==> src/rtl/stepdown_hiccup_ctrl.sv <==
// stepdown_hiccup_ctrl: hiccup-mode fault response for the stepdown converter.
// Synchronises the short and current-limit flags, sequences soft-start, run,
// hiccup off-time and latch-off, and drives registered enable/status outputs.
// Optional build macro STEPDOWN_HICCUP_TMSKIP_EN: tmi==5'h1A shortens soft-start
// and off-time to 4 cycles, sampled whenever a new state is entered.
module stepdown_hiccup_ctrl #(
  parameter int SS_CYCLES   = 256,
  parameter int OFF_CYCLES  = 1024,
  parameter int ILIM_RUN    = 8,
  parameter int GOOD_CYCLES = 4096,
  parameter int MAX_RETRY   = 7,
  parameter int CNT_W       = 13,
  parameter int RTY_W       = 3
) (
  input  logic             clk,
  input  logic             PORB97836,
  input  logic             enable_req,
  input  logic             ok_fault,
  input  logic             fault_short,
  input  logic             ilimit_fault,
  input  logic [4:0]       tmi,
  output logic             stepdown_en,
  output logic             ss_active,
  output logic             hiccup,
  output logic             fault_latched,
  output logic [RTY_W-1:0] retry_cnt
);

  typedef enum logic [2:0] {IDLE, SOFTSTART, RUN, HICCUP, LATCH} state_t;

  localparam logic [CNT_W-1:0] SS_LAST   = CNT_W'(SS_CYCLES - 1);
  localparam logic [CNT_W-1:0] OFF_LAST  = CNT_W'(OFF_CYCLES - 1);
  localparam logic [CNT_W-1:0] ILIM_LAST = CNT_W'(ILIM_RUN - 1);
  localparam logic [CNT_W-1:0] GOOD_LAST = CNT_W'(GOOD_CYCLES - 1);
  localparam logic [RTY_W-1:0] RTY_SAT   = {RTY_W{1'b1}};
  localparam logic [RTY_W-1:0] RTY_LIMIT = RTY_W'(MAX_RETRY);
  localparam logic             LATCH_ON  = (MAX_RETRY != 0);

  state_t           state_q, state_d;
  logic [CNT_W-1:0] timer_q, timer_d;
  logic [CNT_W-1:0] ilimCnt_q, ilimCnt_d;
  logic [CNT_W-1:0] goodCnt_q, goodCnt_d;
  logic [RTY_W-1:0] retryCnt_q, retryCnt_d;
  logic [RTY_W-1:0] retryNext;
  logic             tripFault;
  logic             fsMeta_q, fsSync_q, ilMeta_q, ilSync_q;
  logic [CNT_W-1:0] ssLast, offLast;

`ifdef STEPDOWN_HICCUP_TMSKIP_EN
  localparam logic [CNT_W-1:0] TM_LAST = CNT_W'(3);
  logic tmSkip_q;

  // Capture the test-mode shortcut on state entry so a timed phase keeps one length
  always_ff @(posedge clk or negedge PORB97836) begin
    if (!PORB97836) begin
      tmSkip_q <= 1'b0;
    end else if (state_d != state_q) begin
      tmSkip_q <= (tmi == 5'h1A);
    end
  end

  assign ssLast  = tmSkip_q ? TM_LAST : SS_LAST;
  assign offLast = tmSkip_q ? TM_LAST : OFF_LAST;
`else
  logic unusedTmi;
  assign unusedTmi = ^tmi;
  assign ssLast    = SS_LAST;
  assign offLast   = OFF_LAST;
`endif

  // Two-flop synchronisers for the asynchronous fault flags
  always_ff @(posedge clk or negedge PORB97836) begin
    if (!PORB97836) begin
      fsMeta_q <= 1'b0;
      fsSync_q <= 1'b0;
      ilMeta_q <= 1'b0;
      ilSync_q <= 1'b0;
    end else begin
      fsMeta_q <= fault_short;
      fsSync_q <= fsMeta_q;
      ilMeta_q <= ilimit_fault;
      ilSync_q <= ilMeta_q;
    end
  end

  // Next-state, timer and retry bookkeeping; global abort has the final word
  always_comb begin
    state_d    = state_q;
    timer_d    = timer_q;
    ilimCnt_d  = ilimCnt_q;
    goodCnt_d  = goodCnt_q;
    retryCnt_d = retryCnt_q;
    tripFault  = 1'b0;
    retryNext  = (retryCnt_q == RTY_SAT) ? retryCnt_q : retryCnt_q + 1'b1;
    case (state_q)
      IDLE: begin
        if (enable_req && ok_fault) state_d = SOFTSTART;
      end
      SOFTSTART: begin
        if (fsSync_q)              tripFault = 1'b1;
        else if (timer_q == ssLast) state_d  = RUN;
        else                        timer_d  = timer_q + 1'b1;
      end
      RUN: begin
        if (fsSync_q || (ilSync_q && (ilimCnt_q == ILIM_LAST))) begin
          tripFault = 1'b1;
        end else begin
          ilimCnt_d = ilSync_q ? ilimCnt_q + 1'b1 : '0;
          if (goodCnt_q == GOOD_LAST) retryCnt_d = '0;
          else                        goodCnt_d  = goodCnt_q + 1'b1;
        end
      end
      HICCUP: begin
        if (timer_q == offLast) state_d = SOFTSTART;
        else                    timer_d = timer_q + 1'b1;
      end
      LATCH: begin
        state_d = LATCH;
      end
      default: state_d = IDLE;
    endcase
    if (tripFault) begin
      retryCnt_d = retryNext;
      state_d    = (LATCH_ON && (retryNext == RTY_LIMIT)) ? LATCH : HICCUP;
    end
    if (state_d != state_q) begin
      timer_d   = '0;
      ilimCnt_d = '0;
      goodCnt_d = '0;
    end
    if (!enable_req || !ok_fault) begin
      state_d    = IDLE;
      timer_d    = '0;
      ilimCnt_d  = '0;
      goodCnt_d  = '0;
      retryCnt_d = '0;
    end
  end

  // State register with outputs decoded from the next state so they change with it
  always_ff @(posedge clk or negedge PORB97836) begin
    if (!PORB97836) begin
      state_q       <= IDLE;
      timer_q       <= '0;
      ilimCnt_q     <= '0;
      goodCnt_q     <= '0;
      retryCnt_q    <= '0;
      stepdown_en   <= 1'b0;
      ss_active     <= 1'b0;
      hiccup        <= 1'b0;
      fault_latched <= 1'b0;
    end else begin
      state_q       <= state_d;
      timer_q       <= timer_d;
      ilimCnt_q     <= ilimCnt_d;
      goodCnt_q     <= goodCnt_d;
      retryCnt_q    <= retryCnt_d;
      stepdown_en   <= (state_d == SOFTSTART) || (state_d == RUN);
      ss_active     <= (state_d == SOFTSTART);
      hiccup        <= (state_d == HICCUP);
      fault_latched <= (state_d == LATCH);
    end
  end

  assign retry_cnt = retryCnt_q;

endmodule

==> config.mk <==
export PLATFORM = sky130hd
export DESIGN_NAME = stepdown_hiccup_ctrl
export DESIGN_NICKNAME = d
export VERILOG_FILES = /design/src/rtl/stepdown_hiccup_ctrl.sv
export SDC_FILE = /design/constraint.sdc
export NUM_CORES = 1
export LEC_CHECK = 0
export ABC_AREA = 1
export CAP_MARGIN = 15
export CORE_MARGIN = 3
export CORE_UTILIZATION = 40
export DETAILED_ROUTE_END_ITERATION = 8
export HOLD_SLACK_MARGIN = 0.12
export SYNTH_ARGS = -nofsm -noshare
export SYNTH_HDL_FRONTEND = slang
export SYNTH_SLANG_ARGS = --single-unit
==> constraint.sdc <==
create_clock -name clk -period 4.8 [get_ports clk]
set_clock_uncertainty 0.1 [all_clocks]
set_input_delay 0.72 -clock clk [delete_from_list [all_inputs] [get_ports clk]]
set_output_delay 0.72 -clock clk [all_outputs]
set_load 0.01 [all_outputs]
==> impl_metrics.toml, run 1 <==
[drt]
wire_per_inst_um = 10.82
drc = 0
drt_pass1_iterations = 4
route.vias.total = 2274
viasPerCell = 4.747
routed_wirelength_mm = 5.182
drtAntennaViolNets = 0
drtIter0Drc = 93

[job]
drv_cap = 0

[floorplanning]
dieWidth_um = 92.74
ioPinCount = 18
row_count = 30
initial_utilization = 0.4264
dieArea_um2 = 8600
die_h_um = 92.74
coreArea_um2 = 7057

[global_route]
grt_max_degree = 54
antenna_found_initial = 0
grt_usage = 0.1301
grt_pass1_wl_mm = 9.156
first_global_vias = 2114
globalRouteOverflowTotal = 0

[cells_and_area]
finalNetCount = 397
stdcell_count = 479
diodes = 0
areaGrowthSynthToFinish_pct = 10.52
drive_gt1_frac = 0.1201

[clock_network]
numCtsBuffers = 5
hold_buffers = 0
clockRootBuffer = "clkbuf_8"
clkSinkCount = 53
postCtsResizedCells = 0
cts.clk_slew.worst_paths_ns = 0.09
cts_max_level = 2
insertion_delay_ns = 0.31
clockBufferDepth = 2
post_cts_buffers = 0
cts_tree = "yes"

[synth]
syn-num-nets = 382
yosys_most_used_dff = "dfrtp_1"
async_reset_ff_frac = 1.000
syn_inst = 367
synth_top_area_cell = "dfrtp_1"
ys_warn_count = 0
syn_area_per_cell_um2 = 8.199
synth-edff-count = 0
ys_seq_area_frac = 0.4407
synth-seq-cells = 53
syn_area_um2 = 3009
synth_top_area_share = 0.4407
ys_types = 38
synth_area_leaders = "dfrtp_1 44%, nor2_1 8.2%, nand2_1 6.7%, inv_1 5.4%, xor2_1 4.9%"

[placement]
gp_routability_congestion = 0.8048
numPortBuffers = 12
dp_hpwl_mm = 3.662
dp_cells = 471

[sta]
slew_viol_final = 0
fmax_ghz = 0.3461
worst_pin_slew_ns = 0.7259
relSlewSlack = 0.5143
holdWs_ns = 0.2547
rsz0062_at_grt = "false"
period_minus_slack_ns = 2.889
hold_violations = 0
setup_viol = 0
period_share = 0.6020
tns_ns = 0

[power]
p_leak_uw = 0.001391
intPower_uw = 632.3
sequentialPowerShare = 0.556
pwr-share-comb = 0.056
switching_power_uw = 179.7
power_density_nw_per_um2 = 244.2
clkPwrFrac = 0.388
swShare = 0.2214
vdd_drop_max_mv = 0.1160

[critical_path]
crit_chain = "clkdlybuf4s50_1, nand2_2, inv_1, nand4_1, nand3_1, nor2_2, nand2_2, nand2_2, nand2_1, nand2_1, nor2_2, nand2_2, buf_4, nor2_1"
end_kind = "flip-flop"
slowest_stage = "nand2_2"
worst_setup_path_start_kind = "input port"
crit_top_cell = "nand2_2"
cp_max_fo = 31
crit_type = "input port to flip-flop"
required_ns = 4.89
cpPeakStageDelay_ns = 0.54
arrival_ns = 2.98

[hold_path]
hold_path.class = "flip-flop to flip-flop"

[run_status]
outcome = "finished, final reports clean"
Yosys cell counts, drive strengths merged (2+ instances only):
cell type	n
a21oi	15
a31oi	2
buf	5
dfrtp	53
ha	4
inv	46
nand2	64
nand3	25
nand4	4
nor2	83
nor3	13
nor3b	3
o21ai	9
o21bai	2
o22ai	4
o32ai	2
xnor2	7
xor2	17
flip-flops by register name (all words and copies together) (netlist names):
name,flops
timer_q,13
ilMeta_q,1
retry_cnt,3
fsMeta_q,1
ilSync_q,1
fault_latched,1
state_q,3
ss_active,1
ilimCnt_q,13
goodCnt_q,13
hiccup,1
fsSync_q,1
stepdown_en,1
logic make-up after synthesis:
kind of cell / share of synthesized area
flops: 0.4407
fa+ha+maj: 0.01663
compound gates: 0.06985
xor+xnor: 0.06985
simple gates: 0.3206
buf+inv: 0.07525
mux: 0.007068
layer usage:
layer | share of wire | global-route usage | wire length, um
met1 | 0.51 | 0.1745 | 2649
met4 | 0.011 | 0.03907 | 57
met5 | 0 | 0 | 0
met2 | 0.45 | 0.2097 | 2339
met3 | 0.026 | 0.03006 | 136
power by group through the flow:
stage	Sequential, uW	Clock (uW)	Combinational [uW]
6_report	451	315	45.6
5_1_grt	452	343	51.4
4_1_cts	451	328	47.2
3_5_place_dp	460	0	47.0
3_3_place_gp	460	0	46.6
2_1_floorplan	460	0	29.7
final timing paths:
path	start	endpoint	slack, ns	cells past startpoint
worst max-delay path	enable_req	ilimCnt_q[10]$_DFFE_PN0P_	1.91	14
worst max register to register	retry_cnt[0]$_DFFE_PN0P_	ilimCnt_q[10]$_DFFE_PN0P_	2.09	11
max in group asynchronous	PORB97836	ilimCnt_q[4]$_DFFE_PN0P_	3.73	2
worst min-delay path	ilMeta_q$_DFF_PN0_	ilSync_q$_DFF_PN0_	0.25	0
min in group asynchronous	PORB97836	goodCnt_q[2]$_DFFE_PN0P_	0.43	2
worst min register to register	ilMeta_q$_DFF_PN0_	ilSync_q$_DFF_PN0_	0.25	0
stage by stage:
step	power, uW	setup slack, ns	area (um2)	util
after floorplan	490.1	2.736	3009	-
after global placement	506.7	1.593	3209	0.4548
after detailed placement	507.2	1.582	3209	0.4548
after CTS	826.8	1.902	3326	0.4713
after global routing	845.9	1.695	3326	0.4713
final	812.0	1.911	3326	0.4713
critical path, delay by kind of cell:
family / cells / cell delay, ns
AND/OR/NAND/NOR: 11 / 1.35
buffers and inverters: 3 / 0.89
final cells by class:
type | instances | area, um2
Fill cell | 730 | 3731
Multi-Input combinational cell | 261 | 1456
Sequential cell | 53 | 1326
Inverter | 47 | 176.4
Timing Repair Buffer | 14 | 130.1
Tap cell | 96 | 120.1
Clock buffer | 7 | 86.33
Clock inverter | 1 | 30.03
layout by cell type (no fill, tap or decap), types with 2 or more instances in the layout:
cell,instances
nor2_1,66
nand2_1,54
dfrtp_1,53
inv_1,43
nand3_1,22
xor2_1,17
a21oi_1,15
nor3_1,13
nor2_4,11
clkdlybuf4s50_1,11
nand2_2,8
xnor2_1,7
nor2_2,6
clkbuf_8,6
o21ai_0,5
nand4_1,4
o22ai_1,4
o21ai_1,4
ha_1,4
inv_2,3
nor3b_1,3
nand2_4,2
nand3_2,2
a31oi_1,2
o32ai_1,2
buf_4,2
Power figures use the tool's default switching activity.
==> inputs of run 2 (changes only) <==
==> constraint.sdc (replaced) <==
create_clock -name clk -period 2.7 [get_ports clk]
set_clock_uncertainty 0.1 [all_clocks]
set_input_delay 0.405 -clock clk [delete_from_list [all_inputs] [get_ports clk]]
set_output_delay 0.405 -clock clk [all_outputs]
set_load 0.01 [all_outputs]
==> impl_metrics.toml, run 2 (same netlist as run 1, synthesis figures left out) <==
[cells_and_area]
top_regs = "goodCnt_q x13, ilimCnt_q x13, timer_q x13"
diodes = 0
stdcell_count = 480
areaGrowthSynthToFinish_pct = 11.19
design_area_um2 = 3346
final_common_cell = "nor2_1"
finalNetCount = 398
fillers = 734
drive_gt1_frac = 0.1224
final_cell_mix = "66 x nor2_1, 54 x nand2_1, 53 x dfrtp_1, 43 x inv_1, 22 x nand3_1"

[power]
power_density_nw_per_um2 = 431.7
p_leak_uw = 0.001401
vdd_drop_max_mv = 0.4730

[sta]
fin_ws_ns = 0.5334
worst_pin_slew_ns = 0.6681
hold_violations = 0
tns_ns = 0
period_minus_slack_ns = 2.167
holdWs_ns = 0.1234
slew_viol_final = 0
fmax_ghz = 0.4616
period_share = 0.8024
setup_viol = 0
rsz0062_at_grt = "false"
relSlewSlack = 0.5546

[placement]
gp_routability_congestion = 0.8629
placed_area_um2 = 3229
pre_cts_slack_ns = 0.3142
numPortBuffers = 12
dp_hpwl_mm = 3.625
dp_cells = 472

[drt]
drc = 0
routed_wirelength_mm = 5.311
drt_pass1_iterations = 4
viasPerCell = 4.650
drtAntennaViolNets = 0
route.vias.total = 2232
drtIter0Drc = 80
wire_per_inst_um = 11.06

[job]
drv_cap = 0

[critical_path]
worst_setup_path_start_kind = "flip-flop"
required_ns = 2.79
r2r_cells = 11
slowest_stage = "dfrtp_1"
cp_max_fo = 39
path_delay_family = "simple AND/OR/NAND/NOR gates"
reg2reg_from = "retry_cnt[0]$_DFFE_PN0P_"
end_kind = "flip-flop"
crit_chain = "ha_1, nand2_1, xor2_1, nor2_2, nand3_4, nand2_1, o21ai_0, nor2_2, nand2_2, buf_12, nor2_1"
cpPeakStageDelay_ns = 0.42
crit_type = "flip-flop to flip-flop"
r2r_slack_ns = 0.53
arrival_ns = 2.25
r2r-end = "timer_q[11]$_DFFE_PN0P_"
cp.depth = 11
path_buf_inv = 1

[global_route]
grt_pass1_wl_mm = 9.584
grt_max_degree = 54
globalRouteOverflowTotal = 0
first_global_vias = 2179
grt_usage = 0.1347
antenna_found_initial = 0

[clock_network]
insertion_delay_ns = 0.30
cts_tree = "yes"
cts.clk_slew.worst_paths_ns = 0.10
clockBufferDepth = 2
clkSinkCount = 53
post_cts_buffers = 0
postCtsResizedCells = 0
cts_max_level = 2
numCtsBuffers = 5
hold_buffers = 0
clockRootBuffer = "clkbuf_8"

[floorplanning]
row_count = 30
die_h_um = 92.74
coreArea_um2 = 7057
dieWidth_um = 92.74
dieArea_um2 = 8600
initial_utilization = 0.4264
ioPinCount = 18

[hold_path]
hold_path.class = "input port to async pin"

[run_status]
outcome = "finished, final reports clean"
[run 2: cell count changes in the layout (fill, tap and decap cells not counted), sizes merged]
cell | before | now
buf | 3 | 4
[run 2: through the flow]
step | power [uW] | utilization
3_3_place_gp | 906.3 | 0.4576
6_report | 1444 | 0.4741
3_5_place_dp | 906.5 | 0.4576
5_1_grt | 1512 | 0.4741
2_1_floorplan | 871.3 | -
4_1_cts | 1472 | 0.4741
[run 2: worst max path at each step]
stage	slack (ns)	from	to
floorplan	0.68	retry_cnt[0]$_DFFE_PN0P_	ilimCnt_q[7]$_DFFE_PN0P_
global placement	0.35	enable_req	timer_q[11]$_DFFE_PN0P_
detailed placement	0.31	enable_req	timer_q[11]$_DFFE_PN0P_
CTS	0.51	ilimCnt_q[0]$_DFFE_PN0P_	ilimCnt_q[1]$_DFFE_PN0P_
global route	0.26	ilimCnt_q[0]$_DFFE_PN0P_	ilimCnt_q[2]$_DFFE_PN0P_
finish	0.53	retry_cnt[0]$_DFFE_PN0P_	timer_q[11]$_DFFE_PN0P_
[run 2: layout make-up]
type	instances	area (um2)	share of cell area
Multi-Input combinational cell	261	1456	0.4353
Sequential cell	53	1326	0.3964
Inverter	47	176.4	0.05273
Timing Repair Buffer	15	150.1	0.04488
Tap cell	96	120.1	0.03590
Clock buffer	7	86.33	0.02580
Clock inverter	1	30.03	0.008975
[run 2: layer usage]
| layer | vias to the layer above | wire (um) | GRT usage |
|---|---|---|---|
| li1 | 1200 | - | - |
| met5 | - | 0 | 0 |
| met3 | 2 | 108 | 0.02762 |
| met2 | 14 | 2342 | 0.2151 |
| met1 | 1016 | 2830 | 0.1875 |
| met4 | 0 | 29 | 0.03297 |
[run 2: power by group]
group	switching [uW]	internal [uW]	total, uW
logic	59.6	25.7	85.4
clock network	254	303	557
registers	3.78	799	803
[run 2: worst register-to-register path: cells and delay by family, from the launching register on]
family	cells	cell delay, ns
flops	1	0.42
fa+ha+maj	1	0.24
simple gates	7	0.63
compound gates	1	0.18
xor+xnor	1	0.23
buf+inv	1	0.26
